File: src/rtl/pkt_rd_ctrl.sv
// pkt_rd_ctrl -- read-side client of the packet-cache address manager.
//
// Takes a packet ID from the output scheduler and asks the address manager for
// the slot base address. It streams the slot out of the data cache until the
// first tail word, then returns the ID to the free pool with a release pulse.
//
// Ports
//   clk, rst                  clock, synchronous active-high reset
//   in_rd_ID / _wr            packet ID from the scheduler (taken only when ready)
//   out_rd_ID_ready           idle, can accept an ID
//   out_addr_mgmt_ID / _wr    ID and request level towards the address manager
//   in_raddr / in_raddr_wr    slot base read address from the address manager
//   out_ram2addr_valid        one-cycle pulse: slot fully read, ID returned
//   ram_raddr / ram_rd        cache read port request
//   ram_rdata                 cache read data, valid RD_LAT cycles after ram_rd
//   out_data / out_data_wr    packet words towards the transmit path
//   in_data_alf               downstream almost-full, gates new reads only
//   out_pkt_cnt               packets sent (statistics build only, else 0)
//   out_trunc_cnt             slots truncated (statistics build only, else 0)
//
// Build option: define PKT_RD_STAT_EN to build the two statistics counters.
// A truncated slot ends with a forced tail word, so it also counts as a packet.
//
// ram_rd, ram_raddr and the data path are combinational so that issue reacts
// to in_data_alf and to a returning tail word in the same cycle; the control
// outputs towards the scheduler and address manager are registered.
// RD_LAT must be at least 2.

module pkt_rd_ctrl #(
  parameter int DATA_W     = 134,
  parameter int SLOT_WORDS = 128,
  parameter int RD_LAT     = 2
) (
  input  logic              clk,
  input  logic              rst,
  input  logic [7:0]        in_rd_ID,
  input  logic              in_rd_ID_wr,
  output logic              out_rd_ID_ready,
  output logic [7:0]        out_addr_mgmt_ID,
  output logic              out_addr_mgmt_ID_wr,
  input  logic [10:0]       in_raddr,
  input  logic              in_raddr_wr,
  output logic              out_ram2addr_valid,
  output logic [10:0]       ram_raddr,
  output logic              ram_rd,
  input  logic [DATA_W-1:0] ram_rdata,
  output logic [DATA_W-1:0] out_data,
  output logic              out_data_wr,
  input  logic              in_data_alf,
  output logic [31:0]       out_pkt_cnt,
  output logic [15:0]       out_trunc_cnt
);

  localparam int               CNT_W     = $clog2(SLOT_WORDS) + 1;
  localparam logic [CNT_W-1:0] CNT_FULL  = CNT_W'(SLOT_WORDS);
  localparam logic [CNT_W-1:0] CNT_LAST  = CNT_W'(SLOT_WORDS - 1);
  localparam logic [1:0]       FLAG_TAIL = 2'b10;

  typedef enum logic [2:0] {S_IDLE, S_REQ, S_READ, S_DRAIN, S_RELEASE} state_t;

  state_t            state_q, state_d;
  logic [7:0]        id_q, id_d;
  logic              id_wr_q, id_wr_d;
  logic              ready_q, ready_d;
  logic              rel_q, rel_d;
  logic [10:0]       ptr_q, ptr_d;
  logic [CNT_W-1:0]  issue_cnt_q, issue_cnt_d;
  logic [CNT_W-1:0]  rcv_cnt_q, rcv_cnt_d;
  logic              done_q, done_d;
  logic [RD_LAT-1:0] vld_q, vld_d;

  logic       fwd, last_word, force_tail, tail_now, issue, release_ok;
  logic [1:0] ret_flag;

  // Return path and issue decision.
  always_comb begin
    ret_flag   = ram_rdata[DATA_W-1 -: 2];
    // Everything after the first tail of the slot is dropped.
    fwd        = vld_q[RD_LAT-1] && !done_q;
    last_word  = (rcv_cnt_q == CNT_LAST);
    force_tail = fwd && last_word && (ret_flag != FLAG_TAIL);
    tail_now   = fwd && ((ret_flag == FLAG_TAIL) || last_word);
    issue      = (state_q == S_READ) && !in_data_alf && (issue_cnt_q != CNT_FULL)
                 && !done_q && !tail_now;
    vld_d      = {vld_q[RD_LAT-2:0], issue};
    // Release once the slot has ended and at most the read returning in the
    // next cycle is still outstanding; that word is discarded on arrival.
    release_ok = (done_q || tail_now) && (vld_d[RD_LAT-2:0] == '0);
  end

  always_comb begin
    // NOTE: every always_comb target gets a default first, so no branch can leave it unassigned and infer a latch.
    state_d     = state_q;
    id_d        = id_q;
    id_wr_d     = id_wr_q;
    ready_d     = ready_q;
    rel_d       = 1'b0;
    ptr_d       = ptr_q;
    issue_cnt_d = issue_cnt_q;
    rcv_cnt_d   = rcv_cnt_q;
    done_d      = done_q | tail_now;

    if (fwd) rcv_cnt_d = rcv_cnt_q + CNT_W'(1);
    if (issue) begin
      ptr_d       = ptr_q + 11'd1;
      issue_cnt_d = issue_cnt_q + CNT_W'(1);
    end

    unique case (state_q)
      S_IDLE: begin
        ready_d = 1'b1;
        if (ready_q && in_rd_ID_wr) begin
          id_d    = in_rd_ID;
          id_wr_d = 1'b1;
          ready_d = 1'b0;
          state_d = S_REQ;
        end
      end
      S_REQ: begin
        if (in_raddr_wr) begin
          ptr_d       = in_raddr;
          issue_cnt_d = '0;
          rcv_cnt_d   = '0;
          done_d      = 1'b0;
          state_d     = S_READ;
        end
      end
      S_READ: begin
        if (release_ok) begin
          rel_d   = 1'b1;
          state_d = S_RELEASE;
        end else if (done_d || issue_cnt_d == CNT_FULL) begin
          state_d = S_DRAIN;
        end
      end
      S_DRAIN: begin
        if (release_ok) begin
          rel_d   = 1'b1;
          state_d = S_RELEASE;
        end
      end
      S_RELEASE: begin
        id_wr_d = 1'b0;
        ready_d = 1'b1;
        state_d = S_IDLE;
      end
      default: state_d = S_IDLE;
    endcase
  end

  always_ff @(posedge clk) begin
    // NOTE: sequential state uses non-blocking assignments so every flop samples pre-edge values.
    if (rst) begin
      state_q     <= S_IDLE;
      id_q        <= '0;
      id_wr_q     <= 1'b0;
      ready_q     <= 1'b0;
      rel_q       <= 1'b0;
      ptr_q       <= '0;
      issue_cnt_q <= '0;
      rcv_cnt_q   <= '0;
      done_q      <= 1'b0;
      vld_q       <= '0;
    end else begin
      state_q     <= state_d;
      id_q        <= id_d;
      id_wr_q     <= id_wr_d;
      ready_q     <= ready_d;
      rel_q       <= rel_d;
      ptr_q       <= ptr_d;
      issue_cnt_q <= issue_cnt_d;
      rcv_cnt_q   <= rcv_cnt_d;
      done_q      <= done_d;
      vld_q       <= vld_d;
    end
  end

  always_comb begin
    out_data = '0;
    if (fwd) begin
      out_data = ram_rdata;
      if (force_tail) out_data[DATA_W-1 -: 2] = FLAG_TAIL;
    end
  end

  assign out_rd_ID_ready     = ready_q;
  assign out_addr_mgmt_ID    = id_q;
  assign out_addr_mgmt_ID_wr = id_wr_q;
  assign out_ram2addr_valid  = rel_q;
  assign ram_rd              = issue;
  assign ram_raddr           = ptr_q;
  assign out_data_wr         = fwd;

`ifdef PKT_RD_STAT_EN
  logic [31:0] pkt_cnt_q, pkt_cnt_d;
  logic [15:0] trunc_cnt_q, trunc_cnt_d;

  always_comb begin
    pkt_cnt_d   = pkt_cnt_q;
    trunc_cnt_d = trunc_cnt_q;
    if (tail_now) pkt_cnt_d = pkt_cnt_q + 32'd1;
    if (force_tail && trunc_cnt_q != 16'hFFFF) trunc_cnt_d = trunc_cnt_q + 16'd1;
  end

  always_ff @(posedge clk) begin
    if (rst) begin
      pkt_cnt_q   <= '0;
      trunc_cnt_q <= '0;
    end else begin
      pkt_cnt_q   <= pkt_cnt_d;
      trunc_cnt_q <= trunc_cnt_d;
    end
  end

  assign out_pkt_cnt   = pkt_cnt_q;
  assign out_trunc_cnt = trunc_cnt_q;
`else
  assign out_pkt_cnt   = '0;
  assign out_trunc_cnt = '0;
`endif

endmodule

File: config.mk
export PLATFORM = sky130hd
export DESIGN_NAME = pkt_rd_ctrl
export DESIGN_NICKNAME = d
export VERILOG_FILES = /design/src/rtl/pkt_rd_ctrl.sv
export SDC_FILE = /design/constraint.sdc
export NUM_CORES = 1
export LEC_CHECK = 0
export BUFFER_PORTS_ARGS = -buffer_cell sky130_fd_sc_hd__buf_2
export CORE_AREA = 2 2 143 145
export CTS_CLUSTER_DIAMETER = 200
export DETAILED_ROUTE_END_ITERATION = 8
export DIE_AREA = 0 0 145 147
export PLACE_DENSITY_LB_ADDON = 0.05
export SLEW_MARGIN = 10
export SYNTH_ARGS = -nofsm -noshare
export SYNTH_HDL_FRONTEND = slang
export SYNTH_SLANG_ARGS = --single-unit
File: constraint.sdc
create_clock -name clk -period 3.5 [get_ports clk]
set_input_delay 0.35 -clock clk [delete_from_list [all_inputs] [get_ports clk]]
set_output_delay 0.35 -clock clk [all_outputs]
set_load 0.01 [all_outputs]
==> results <==
- The flow ran to the end, and the final reports show no timing, DRC or antenna violations.
- The leakage power total is 0.00285 uW.
- The highest cell delay on the worst timing path is between 400 and 500 ps.
- The required time reported for the critical path endpoint is around 3200 ps.
- Averaged over all synthesized cells, the footprint is around 7.7 um2.
- The final route contains between 3000 and 4000 vias.
- At the end of the flow the core is filled with cells to 0.261.
- The critical path goes through inv_1, ha_1, nor4bb_4, a2111oi_4, nand3_2, inv_2, buf_2.
- The end of the worst register-to-register path is state_q[0]$_SDFFE_PP0P_.
- The cell taking the most area after synthesis is sky130_fd_sc_hd__dfxtp_1.
- The number of gates resized after cts is 0.
- The first-pass GRT wire length is between 20000 and 30000 um.
- After detailed routing, the number of remaining DRC violations is 0.
- The number of pins with negative max-slew slack in the final report is 0.
- The worst setup path is of the reg2out kind.
- The placed wire-length estimate is between 15000 and 20000 um.
- Setup repair after global routing left no endpoint under its margin.
- The total number of nets in the final design is 891.
- Summing internal, switching and leakage power gives between 1000 and 1500 uW.
- The share of the synthesized area in the top cell type is 0.263.
- After floorplanning, the core was divided into 52 placement rows.
- After detailed routing, the total wire length is 18500 um.
- The worst hold path belongs to the class in2reg.
- The maximum buffer depth of the clock tree is 2.
- The worst-case reg-to-reg path depth is 9.
- STA classifies the critical path startpoint as a register.
- Buffers inserted during clock tree synthesis total 5.
- The register-to-register path setup slack is roughly 820 ps.
- The area growth from synthesis to final layout is 54.8%.
- TritonCTS built the clock tree.
- The number of iterations in the first detailed-routing pass is 4.
- The die height is 147 um.
- The die covers around 0.021 mm2.
- The accumulated negative setup slack is 0 ps.
- The final setup violation count is 0.
- The critical-path cell with the highest stage delay is sky130_fd_sc_hd__dfxtp_1.
- Across every metal layer, demand over resource in global routing totals 0.163.
- The largest fanout on the critical path is 14.
- The launching point of the worst reg2reg path is issue_cnt_q[0]$_SDFF_PP0_.
- The number of antenna violations at the first check in global routing is 8.
- Of the available clock period, the critical path in the final layout requires 0.770.
- The x dimension of the die is roughly 150 um.
- The top achievable clock speed is 0.371 GHz.
- Dividing total power by cell area gives a power density of ~260 mW/mm2.
- The level count of the clock H-tree is 2.
- The count of unique library cells instantiated by Yosys is between 40 and 50.
- The total overflow left after global routing is 0.
- The number of flops mapped to enable cells by yosys is 0.
- The total clock sinks is between 40 and 50.
- For this run, the number of Yosys warnings is 0.
- IR analysis of the VDD net gives a maximum drop of approximately 0.00018 V.
- The most used flip-flop cell after synthesis is sky130_fd_sc_hd__dfxtp_1.
- Data arrives at the worst endpoint at 2340 ps.
- The share of the Yosys chip area taken by registers is 0.263.
- Following the worst setup path forward leads to its endpoint at ram_rd.
- The total area inside the core boundary comes to just under 0.02 mm2.
- The initial utilization of the core area, before any placement, comes to 0.169.
- The number of global-route vias before repair came to 3877.
- After synthesis the netlist holds a flip-flop and latch count of 44.
- The final count of hold timing violations is 0.
- Hold repair after CTS inserted 0 buffers.
- The via count normalized by instance count is 3.86.
- Port buffering added 315 buffers.
- The total standard cell area after synthesis is 0.00335 mm2.
- The gate count after technology mapping is roughly 430.
- Of the cells placed in the final design, the portion with a size suffix greater than 1 is 0.463.
- The number of maximum-capacitance constraint violations is 0.
- The worst-case clock skew is 8.78 ps.
- The clock insertion delay at the later pin of the skew report is approximately 280 ps.
- The pin count of the biggest net entering global routing is 76.
- The shortest clock period the worst path allows after layout is ~2700 ps.
- CTS placed an instance of sky130_fd_sc_hd__clkbuf_16 at the clock tree root.
- At the pin with the least slew margin, the transition time is 925 ps.
- The fraction of registers with async set/reset is 0.
- The clock-pin slew of the registers on the worst-case setup and hold paths is roughly 70 ps.
- For this block, the initial DRC count from the detailed router was around 140.
- In this run the worst setup path begins at issue_cnt_q[0]$_SDFF_PP0_.
- The detail route stage leaves a number of antenna-violating nets equal to 0.
- The sort of element at the end of the critical path is an output port.
- By area the synthesized netlist is led by sky130_fd_sc_hd__dfxtp_1 (26%), sky130_fd_sc_hd__and2_1 (25%), sky130_fd_sc_hd__buf_4 (11%).
- During I/O placement, the number of pins put on the boundary was 364.
- At the end of routability-driven placement, the weighted congestion stood at 0.864.
- The average routed wire per standard cell is roughly 18 um.
- The number of post-CTS setup repair buffers is 0.
- The worst pin sits at a relative slew slack of 0.381.
power by group:
| part | switching (uW) | internal (uW) |
|---|---|---|
| Sequential | 14.9 | 517 |
| Clock | 201 | 376 |
| Combinational | 112 | 104 |
area by class of cell:
| cell class | instances | area [um2] |
|---|---|---|
| Antenna cell | 4 | 10.0 |
| Clock buffer | 7 | 153 |
| Clock inverter | 1 | 30.0 |
| Fill cell | 2293 | 14700 |
| Inverter | 7 | 26.3 |
| Multi-Input combinational cell | 353 | 2140 |
| Sequential cell | 44 | 881 |
| Tap cell | 270 | 338 |
| Timing Repair Buffer | 318 | 1610 |
flip-flops by register name, summed over array words and instances, names as in the netlist:
signal,count
ram_raddr,11
issue_cnt_q,8
out_addr_mgmt_ID,8
rcv_cnt_q,8
state_q,3
vld_q,2
done_q,1
out_addr_mgmt_ID_wr,1
out_ram2addr_valid,1
out_rd_ID_ready,1
worst max-delay path: cells and delay by family, from the launching register on:
kind | cells | cell delay (ps)
buf+inv | 3 | 560
flops | 1 | 450
compound gates | 1 | 450
simple gates | 2 | 400
fa+ha+maj | 1 | 200
per-stage QoR:
stage | area [um2] | instances | hold WS [ps] | setup slack (ps)
6_report | 5190 | 1004 | 300 | 805
5_1_grt | 5180 | 1001 | 322 | 658
4_1_cts | 5180 | 1000 | 294 | 781
3_5_place_dp | 4990 | 992 | 434 | 837
3_3_place_gp | 4990 | 992 | 421 | 904
2_1_floorplan | 3530 | 480 | 414 | 1330
cell usage in the layout (no fill, tap or decap), types with 8 or more instances in the layout:
cell                         n
sky130_fd_sc_hd__buf_2     315
sky130_fd_sc_hd__and2_1    132
sky130_fd_sc_hd__conb_1     48
sky130_fd_sc_hd__dfxtp_1    44
sky130_fd_sc_hd__nor2_1     42
sky130_fd_sc_hd__nand2_1    23
sky130_fd_sc_hd__xnor2_1    12
sky130_fd_sc_hd__xor2_1     11
sky130_fd_sc_hd__nor3_1     10
sky130_fd_sc_hd__nand3_1     9
sky130_fd_sc_hd__a211oi_1    9
sky130_fd_sc_hd__mux2i_1     8
cell usage after synthesis, types with 2 or more instances:
master,count
sky130_fd_sc_hd__a211oi_1,9
sky130_fd_sc_hd__a211oi_2,2
sky130_fd_sc_hd__a21oi_1,3
sky130_fd_sc_hd__a311oi_1,2
sky130_fd_sc_hd__and2_1,132
sky130_fd_sc_hd__and3_1,3
sky130_fd_sc_hd__buf_4,50
sky130_fd_sc_hd__clkbuf_1,24
sky130_fd_sc_hd__dfxtp_1,44
sky130_fd_sc_hd__ha_1,4
sky130_fd_sc_hd__inv_1,6
sky130_fd_sc_hd__mux2i_1,8
sky130_fd_sc_hd__nand2_1,23
sky130_fd_sc_hd__nand2b_1,2
sky130_fd_sc_hd__nand3_1,9
sky130_fd_sc_hd__nand4_1,5
sky130_fd_sc_hd__nor2_1,42
sky130_fd_sc_hd__nor3_1,10
sky130_fd_sc_hd__nor4b_1,2
sky130_fd_sc_hd__o21ai_0,2
sky130_fd_sc_hd__or3_1,2
sky130_fd_sc_hd__xnor2_1,12
sky130_fd_sc_hd__xor2_1,11
how the worst min path moves through the flow:
stage / endpoint / cells past startpoint / from / slack [ps]
6_report: out_addr_mgmt_ID[5]$_SDFFE_PP0P_ / 3 / in_rd_ID[5] / 300
5_1_grt: out_addr_mgmt_ID[4]$_SDFFE_PP0P_ / 3 / in_rd_ID[4] / 320
4_1_cts: out_addr_mgmt_ID[5]$_SDFFE_PP0P_ / 3 / in_rd_ID[5] / 290
3_5_place_dp: vld_q[1]$_SDFF_PP0_ / 1 / vld_q[0]$_SDFF_PP0_ / 430
3_3_place_gp: vld_q[1]$_SDFF_PP0_ / 1 / vld_q[0]$_SDFF_PP0_ / 420
2_1_floorplan: vld_q[1]$_SDFF_PP0_ / 1 / vld_q[0]$_SDFF_PP0_ / 410
logic make-up after synthesis:
logic type,count (synthesis),synth area share
and+or+nand+nor,243,0.417
buffers and inverters,83,0.152
DFF,44,0.263
AOI/OAI and AO/OA,26,0.0654
xor gates and xnor gates,23,0.0601
muxes,9,0.0273
adders and majority gates,4,0.0149
other,1,0.00112
metal layers:
layer  share of wire  global-route usage  vias to the layer above
li1                -                   -                     1884
met1            0.43               0.208                     1803
met2            0.49               0.290                      168
met3           0.063              0.0370                       14
met4           0.010              0.0218                        2
met5         0.00038                   0                        -
No activity file was read; power rests on OpenSTA's default activity.
